==> config.mk <==
export PLATFORM = sky130hd
export DESIGN_NAME = phy_rx_lane_demux
export DESIGN_NICKNAME = d
export VERILOG_FILES = /design/src/rtl/phy_pkg.sv /design/src/rtl/phy_rx_align_fsm.sv /design/src/rtl/phy_rx_lane_demux.sv
export SDC_FILE = /design/constraint.sdc
export NUM_CORES = 1
export LEC_CHECK = 0
export ABC_AREA = 1
export CAP_MARGIN = 20
export CORE_MARGIN = 2
export CORE_UTILIZATION = 52
export CTS_CLUSTER_DIAMETER = 60
export DETAILED_ROUTE_END_ITERATION = 6
export GPL_TIMING_DRIVEN = 1
export PLACE_DENSITY = 0.89
export SYNTH_ARGS = -nofsm -noshare
export SYNTH_HDL_FRONTEND = slang
export SYNTH_SLANG_ARGS = --single-unit
==> constraint.sdc <==
create_clock -name clk -period 1.67 [get_ports clk]
set_input_delay 0.334 -clock clk [delete_from_list [all_inputs] [get_ports clk]]
set_output_delay 0.334 -clock clk [all_outputs]
set_load 0.05 [all_outputs]
==> src/rtl/phy_pkg.sv <==
// Shared definitions for the phy_tx interleaver and phy_rx lane demux.
// Holds the alignment symbol, the lane geometry and the rx state encoding.
package phy_pkg;

  localparam logic [7:0] COM_SYM   = 8'hBC;
  localparam int         NUM_LANES = 4;
  localparam int         BYTE_W    = 8;

  typedef enum logic {
    HUNT    = 1'b0,
    ALIGNED = 1'b1
  } rx_state_t;

endpackage

==> src/rtl/phy_rx_align_fsm.sv <==
// Lock / slot-tracking controller for the rx lane demux: follows the frame position
// and tells the datapath when to capture lane 0, store a hold byte, or load a frame.
//
//  state   | meaning
//  HUNT    | no lock; waiting for a valid COM to mark lane 0
//  ALIGNED | locked; slot advances every cycle, frame loads at slot 3
module phy_rx_align_fsm
  import phy_pkg::*;
#(
  parameter int IDLE_LIMIT = 4
) (
  input  logic              clk,
  input  logic              reset,
  input  logic [BYTE_W-1:0] data_in,
  input  logic              valid_in,
  output logic [1:0]        slot,
  output logic              capture,
  output logic              store,
  output logic              load,
  output logic              aligned,
  output logic              align_err
);

  localparam logic [3:0] IDLE_LIM = IDLE_LIMIT[3:0];

  rx_state_t  state;
  logic [3:0] idle_cnt;
  logic [3:0] idle_next;
  logic       seen;
  logic       frame_any;
  logic       is_com;
  logic       misalign;

  assign is_com    = valid_in && (data_in == COM_SYM);
  assign misalign  = (state == ALIGNED) && is_com && (slot != 2'd0);
  assign capture   = is_com && ((state == HUNT) || (slot != 2'd0));
  assign store     = (state == ALIGNED) && !misalign && (slot != 2'd3);
  assign load      = (state == ALIGNED) && !misalign && (slot == 2'd3);
  assign frame_any = seen | valid_in;
  assign idle_next = (idle_cnt == 4'hF) ? idle_cnt : idle_cnt + 4'd1;

  always_ff @(posedge clk or negedge reset) begin
    if (!reset) begin
      state     <= HUNT;
      slot      <= 2'd0;
      idle_cnt  <= 4'd0;
      seen      <= 1'b0;
      aligned   <= 1'b0;
      align_err <= 1'b0;
    end else begin
      align_err <= 1'b0;
      case (state)
        HUNT: begin
          if (is_com) begin
            state   <= ALIGNED;
            aligned <= 1'b1;
            slot    <= 2'd1;
            seen    <= 1'b1;
          end
        end
        ALIGNED: begin
          if (misalign) begin
            // COM restarts the frame; the partial one is dropped by not loading it
            align_err <= 1'b1;
            slot      <= 2'd1;
            seen      <= 1'b1;
          end else if (slot == 2'd3) begin
            slot <= 2'd0;
            seen <= 1'b0;
            if (frame_any) begin
              idle_cnt <= 4'd0;
            end else if (idle_next >= IDLE_LIM) begin
              state    <= HUNT;
              aligned  <= 1'b0;
              idle_cnt <= 4'd0;
            end else begin
              idle_cnt <= idle_next;
            end
          end else begin
            slot <= slot + 2'd1;
            seen <= frame_any;
          end
        end
        default: begin
          state   <= HUNT;
          aligned <= 1'b0;
          slot    <= 2'd0;
        end
      endcase
    end
  end

endmodule

==> src/rtl/phy_rx_lane_demux.sv <==
// Rebuilds 4 parallel byte lanes from the interleaved serial stream.
// Lanes 0..2 are parked in hold registers; the whole frame loads on the lane-3 byte.
module phy_rx_lane_demux
  import phy_pkg::*;
#(
  parameter int IDLE_LIMIT = 4
) (
  input  logic              clk,
  input  logic              reset,
  input  logic [BYTE_W-1:0] data_in,
  input  logic              valid_in,
  output logic [BYTE_W-1:0] out0,
  output logic [BYTE_W-1:0] out1,
  output logic [BYTE_W-1:0] out2,
  output logic [BYTE_W-1:0] out3,
  output logic              valid0,
  output logic              valid1,
  output logic              valid2,
  output logic              valid3,
  output logic              frame_valid,
  output logic              aligned,
  output logic              align_err
);

  logic [1:0]        slot;
  logic              capture;
  logic              store;
  logic              load;
  logic [BYTE_W-1:0] hold0, hold1, hold2;
  logic              hold_v0, hold_v1, hold_v2;

  phy_rx_align_fsm #(.IDLE_LIMIT(IDLE_LIMIT)) u_fsm (
    .clk       (clk),
    .reset     (reset),
    .data_in   (data_in),
    .valid_in  (valid_in),
    .slot      (slot),
    .capture   (capture),
    .store     (store),
    .load      (load),
    .aligned   (aligned),
    .align_err (align_err)
  );

  always_ff @(posedge clk or negedge reset) begin
    if (!reset) begin
      hold0   <= '0;
      hold1   <= '0;
      hold2   <= '0;
      hold_v0 <= 1'b0;
      hold_v1 <= 1'b0;
      hold_v2 <= 1'b0;
    end else if (capture) begin
      hold0   <= data_in;
      hold_v0 <= 1'b1;
    end else if (store) begin
      case (slot)
        2'd0: begin hold0 <= data_in; hold_v0 <= valid_in; end
        2'd1: begin hold1 <= data_in; hold_v1 <= valid_in; end
        2'd2: begin hold2 <= data_in; hold_v2 <= valid_in; end
        default: ;
      endcase
    end
  end

  always_ff @(posedge clk or negedge reset) begin
    if (!reset) begin
      out0        <= '0;
      out1        <= '0;
      out2        <= '0;
      out3        <= '0;
      valid0      <= 1'b0;
      valid1      <= 1'b0;
      valid2      <= 1'b0;
      valid3      <= 1'b0;
      frame_valid <= 1'b0;
    end else begin
      frame_valid <= load;
      if (load) begin
        out0   <= hold0;
        out1   <= hold1;
        out2   <= hold2;
        out3   <= data_in;
        valid0 <= hold_v0;
        valid1 <= hold_v1;
        valid2 <= hold_v2;
        valid3 <= valid_in;
      end
    end
  end

endmodule

**Word level (Yosys, flattened, before mapping)**

Index checks and enable logic that the tools add are counted.

- Add/sub/neg operators: 2
- $lt $le $gt $ge: 1
- Equality and inequality tests: 11
- Muxes and demuxes: 30
- Bitwise logic cells: 4
- Reductions and logical operators: 18

Operators with widths:

| kind | count |
|---|---|
| $mux W8 | 3 |
| $mux W1 | 17 |
| $mux W4 | 3 |
| $ne A2 B2 Y1 const B | 5 |
| $reduce_and A3 Y1 | 3 |
| $eq A8 B8 Y1 const B | 1 |
| $logic_and A1 B1 Y1 | 7 |
| $mux W2 | 3 |
| $pmux W1 S2 | 3 |
| $reduce_bool A2 Y1 | 3 |
| $reduce_and A5 Y1 | 1 |
| $add A4 B1 Y4 const B | 1 |
| $eq A2 B2 Y1 const B | 2 |
| $eq A4 B4 Y1 const B | 1 |
| $ge A4 B3 Y1 const B | 1 |
| $pmux W2 S2 | 1 |
| $not A1 Y1 | 3 |
| $add A2 B1 Y2 const B | 1 |
| $eq A2 B1 Y1 const B | 1 |
| $logic_not A2 Y1 | 1 |
| $ne A2 B1 Y1 const B | 1 |
| $reduce_and A2 Y1 | 1 |
| $logic_not A1 Y1 | 1 |
| $logic_or A1 B1 Y1 | 1 |
| $or A1 B1 Y1 | 1 |

- Register bits: 74

**Logic depth before layout (Yosys ltp)**

- Depth after elaboration: 9
- Gate-level depth with buffers: 9

**Modules after synthesis**

A second synthesis with hierarchy kept.

- Cells, all modules: 360
- Area total of the unflattened synthesis: 3,166.8 um^2

Modules (own cells, without submodules):

| module | times used | cells each | area each (um^2) | seq. area each (um^2) |
|---|---|---|---|---|
| phy_rx_lane_demux | 1 | 277 | 2,543.7 | 1,601.5 |
| phy_rx_align_fsm | 1 | 83 | 623.1 | 250.2 |

**Worst setup path after synthesis**

OpenSTA, ideal clock, no wires.

- Kind: register to register
- Start point: reg u_fsm.slot[0]
- End point: reg out0[0]
- Library setup time: 0.118 ns
- Arrival time: 1.418 ns
- Required time: 1.552 ns
- Path slack: 0.134 ns
- Cell stages (with the launch flop): 10
- Buffers on the path: 1
- Clock period less this slack: 1.536 ns
- Cells stage by stage: dfrtp_1 > inv_1 > ha_1 > nor2_2 > nand4_4 > nand3_4 > inv_2 > buf_2 > nand2_1 > nand2_1

- Word-level cells in the longest chain between the ends: 5
- Elaborated cells between the ends (all ways): 6

Ends and longest elaborated chain:

| item | line | text |
|---|---|---|
| start: declaration | phy_rx_align_fsm.sv:16 | `output logic [1:0] slot,` |
| start signal: assignment | phy_rx_align_fsm.sv:80 | `slot <= slot + 2'd1;` |
| $reduce_bool A2 Y1 | phy_rx_align_fsm.sv:35 | `assign misalign = (state == ALIGNED) && is_com && (slot != 2'd0);` |
| $logic_and A1 B1 Y1 | phy_rx_align_fsm.sv:35 |  |
| $logic_not A1 Y1 | phy_rx_align_fsm.sv:38 | `assign load = (state == ALIGNED) && !misalign && (slot == 2'd3);` |
| $logic_and A1 B1 Y1 | phy_rx_align_fsm.sv:38 |  |
| $logic_and A1 B1 Y1 (*) | phy_rx_align_fsm.sv:38 |  |
| end signal: assignment | phy_rx_lane_demux.sv:80 | `out0 <= hold0;` |
| end: declaration | phy_rx_lane_demux.sv:12 | `output logic [BYTE_W-1:0] out0,` |

Every way passes the cells marked *; elsewhere a longest branch is shown, timed or not.
A chain may end at the register's enable or synchronous reset.

**Final worst setup path**

- Start point: reg u_fsm.slot[0]
- End point: reg hold_v2

- Word-level cells in the longest chain between the ends: 6
- Elaborated cells between the ends (all ways): 11

Ends and longest elaborated chain:

| item | line | text |
|---|---|---|
| $reduce_bool A2 Y1 | phy_rx_align_fsm.sv:35, phy_rx_align_fsm.sv:36 |  |
| $logic_and A1 B1 Y1 | phy_rx_align_fsm.sv:35 |  |
| $logic_not A1 Y1 | phy_rx_align_fsm.sv:37 | `assign store = (state == ALIGNED) && !misalign && (slot != 2'd3);` |
| $logic_and A1 B1 Y1 (2 in series) | phy_rx_align_fsm.sv:37 |  |
| $reduce_and A3 Y1 (no source line) (*) | - |  |
| end signal: assignment | phy_rx_lane_demux.sv:60 | `2'd2: begin hold2 <= data_in; hold_v2 <= valid_in; end` |
| end: declaration | phy_rx_lane_demux.sv:30 | `logic hold_v0, hold_v1, hold_v2;` |

Marked as above.

==> flow_metrics.py <==
metrics = {
    "cts": {
        "clkTransAtPathRegs_ns": 0.08,
        "hold_buffers": 0,
        "h-tree-depth": 3,
        "cts-root-buf": "clkbuf_8",
        "clockBufferDepth": 2,
        "cts_tree": "yes",
        "clk_latency_ns": 0.35,
        "clock_sinks": 74,
        "numCtsBuffers": 9,
    },
    "grt": {
        "antenna_found_initial": 0,
        "grt_overflow": 0,
        "grt_pass1_wl_mm": 12.0,
        "grt_pass1_vias": 2668,
        "grt.total_usage": 0.250,
        "grt_max_degree": 75,
    },
    "routing": {
        "ant_nets": 0,
        "drcViolationCount": 0,
        "vias_per_cell": 5.15,
        "drt-pass1-iter-count": 4,
        "initialDrtViolationCount": 237,
        "wl_per_cell_um": 14.5,
        "vias": 2616,
        "wirelength_mm": 7.35,
    },
    "job": {
        "drv_cap": 0,
    },
    "timing": {
        "report.final.slew_viol_count": 0,
        "min_period_over_period": 0.928,
        "hold_viol_final": 10,
        "clock_skew_ns": 0.00614,
        "timing.slew.headroom": 0.736,
        "hold_slack_ns": -0.0246,
        "max_freq_ghz": 0.645,
        "worst_pin_slew_ns": 0.396,
        "min_period_ns": 1.55,
        "setup-violations-final": 0,
    },
    "synthesis": {
        "yosys_warnings": 0,
        "synth_cell_type_count": 16,
        "seq_area_frac_synth": 0.611,
        "synth.avg_cell_area_um2": 8.68,
        "syn_area_mm2": 0.00303,
        "syn_inst": 349,
        "syn_nets": 365,
        "synth_seq_cells": 74,
    },
    "pwr": {
        "total_leakage_power_uw": 0.00224,
        "ir_drop_mv": 0.814,
        "power_uw": 6230,
        "pwr_density_cell_mw_per_mm2": 1570,
    },
    "worst_setup_path": {
        "crit_chain": "inv_1 -> ha_2 -> nor2_4 -> nand4_4 -> buf_4 -> nand4_1 -> buf_4 -> nand2_1 -> nand2_1",
        "startpoint_type": "register",
        "cp_max_fo": 9,
        "cpPeakStageDelay_ns": 0.36,
        "arrival_ns": 1.84,
        "slowest_stage": "dfrtp_1",
        "crit_type": "reg2reg",
        "path_buf_inv": 3,
        "crit_required_ns": 1.96,
        "critical-path-top-delay-family": "simple AND/OR/NAND/NOR gates",
        "r2r_start": "u_fsm.slot[0]$_DFFE_PN0P_",
        "worst_setup_path_end_kind": "register",
        "crit_start": "u_fsm.slot[0]$_DFFE_PN0P_",
    },
    "outcome": {
        "status": "finished with violations",
        "violations": "negative hold slack",
    },
    "layout": {
        "drive_gt1_frac": 0.241,
        "antenna_cells": 0,
        "fin_nets": 448,
        "areaGrowthSynthToFinish_pct": 30.6,
        "seqCellArea_mm2": 0.00185,
        "nFillCells": 409,
        "multi_input_area_mm2": 0.00108,
    },
    "die": {
        "placeableCoreArea_mm2": 0.00557,
        "die_area_mm2": 0.00645,
        "initial_core_util": 0.544,
        "io_pins": 50,
        "die_h_um": 80.3,
        "die_w_um": 80.3,
        "rows": 27,
    },
    "worst_hold_path": {
        "worstHoldPathType": "in2async",
    },
    "placed_design": {
        "hpwl_mm": 5.00,
        "routabilityCongestion": 0.942,
        "portBuffers": 49,
    },
}
==> stage by stage <==
stage                     instances  instance area (um^2)  setup TNS (ns)  worst slack (ns)  utilization
after floorplan                 349                  3030               0             0.134            -
after global routing            508                  3960        -0.00281          -0.00281        0.710
after detailed placement        491                  3720          -10.25            -0.190        0.668
after CTS                       507                  3930               0           0.00217        0.705
final                           508                  3960               0             0.120        0.710
after global placement          491                  3720          -10.13            -0.164        0.668
==> cell usage in the layout, fill, tap and decap left out, types with 4 or more instances in the layout <==
master / instances
buf_4: 68
clkbuf_8: 11
clkdlybuf4s50_1: 9
dfrtp_1: 74
inv_1: 10
inv_2: 5
nand2_1: 204
nand3_1: 14
nor2_1: 6
nor2_2: 4
o21ai_0: 7
==> kinds of logic after synthesis <==
logic type | synth area share
adder cells (fa/ha/maj) | 0.0206
AO/OA/AOI/OAI | 0.0116
AND/OR/NAND/NOR | 0.320
buffers and inverters | 0.0363
flip-flops | 0.611
==> metal layers <==
layer / wire length, um / GRT usage / up-vias
met3: 462 / 0.0584 / 26
li1: - / - / 1244
met1: 2940 / 0.299 / 1232
met5: 0 / 0 / -
met2: 3620 / 0.419 / 114
met4: 317 / 0.132 / 0
==> synthesized netlist by cell type (all sizes together) <==
library cell / number / area share
nand2: 204 / 0.25
dfrtp: 74 / 0.61
inv: 16 / 0.020
nand3: 16 / 0.031
nor2: 11 / 0.018
buf: 9 / 0.017
o21ai: 7 / 0.012
ha: 5 / 0.021
nand4: 4 / 0.013
or2: 2 / 0.0041
and3: 1 / 0.0021
==> registers in the layout, indices dropped and copies added (netlist names), 2 cells and up <==
| signal | count |
|---|---|
| hold0 | 8 |
| hold2 | 8 |
| u_fsm.idle_cnt | 4 |
| out1 | 8 |
| out3 | 8 |
| out0 | 8 |
| u_fsm.slot | 2 |
| hold1 | 8 |
| out2 | 8 |
==> area by class of cell <==
cell class / count / share of cell area
sequential: 74 / 0.468
multi-input combinational: 250 / 0.274
timing repair buffer: 81 / 0.168
clock buffer: 11 / 0.0383
tap: 72 / 0.0228
inverter: 16 / 0.0158
clock inverter: 4 / 0.0130
==> final timing paths <==
path                       slack (ns)  depth (start not counted)                   end
setup / recovery                 0.12                          9   hold_v2$_DFFE_PN0P_
max in group asynchronous        1.36                          2   out2[2]$_DFFE_PN0P_
hold reg to reg                  0.47                          2   out2[5]$_DFFE_PN0P_
min in group clk                 0.47                          2   out2[5]$_DFFE_PN0P_
setup reg to reg                 0.12                          9   hold_v2$_DFFE_PN0P_
hold / removal                  -0.02                          2  hold2[6]$_DFFE_PN0P_
==> where the power goes <==
group / switching (uW) / total, uW / internal [uW]
sequential: 314 / 2640 / 2320
combinational: 1460 / 2170 / 709
clock: 657 / 1420 / 763
==> timing repair <==
action                                  4_1_cts  5_1_grt
pin swaps                                     0        1
resized for setup                             0        6
buffers inserted                              1        1
endpoints found under the setup margin       26       62
Power figures use the tool's default switching activity.
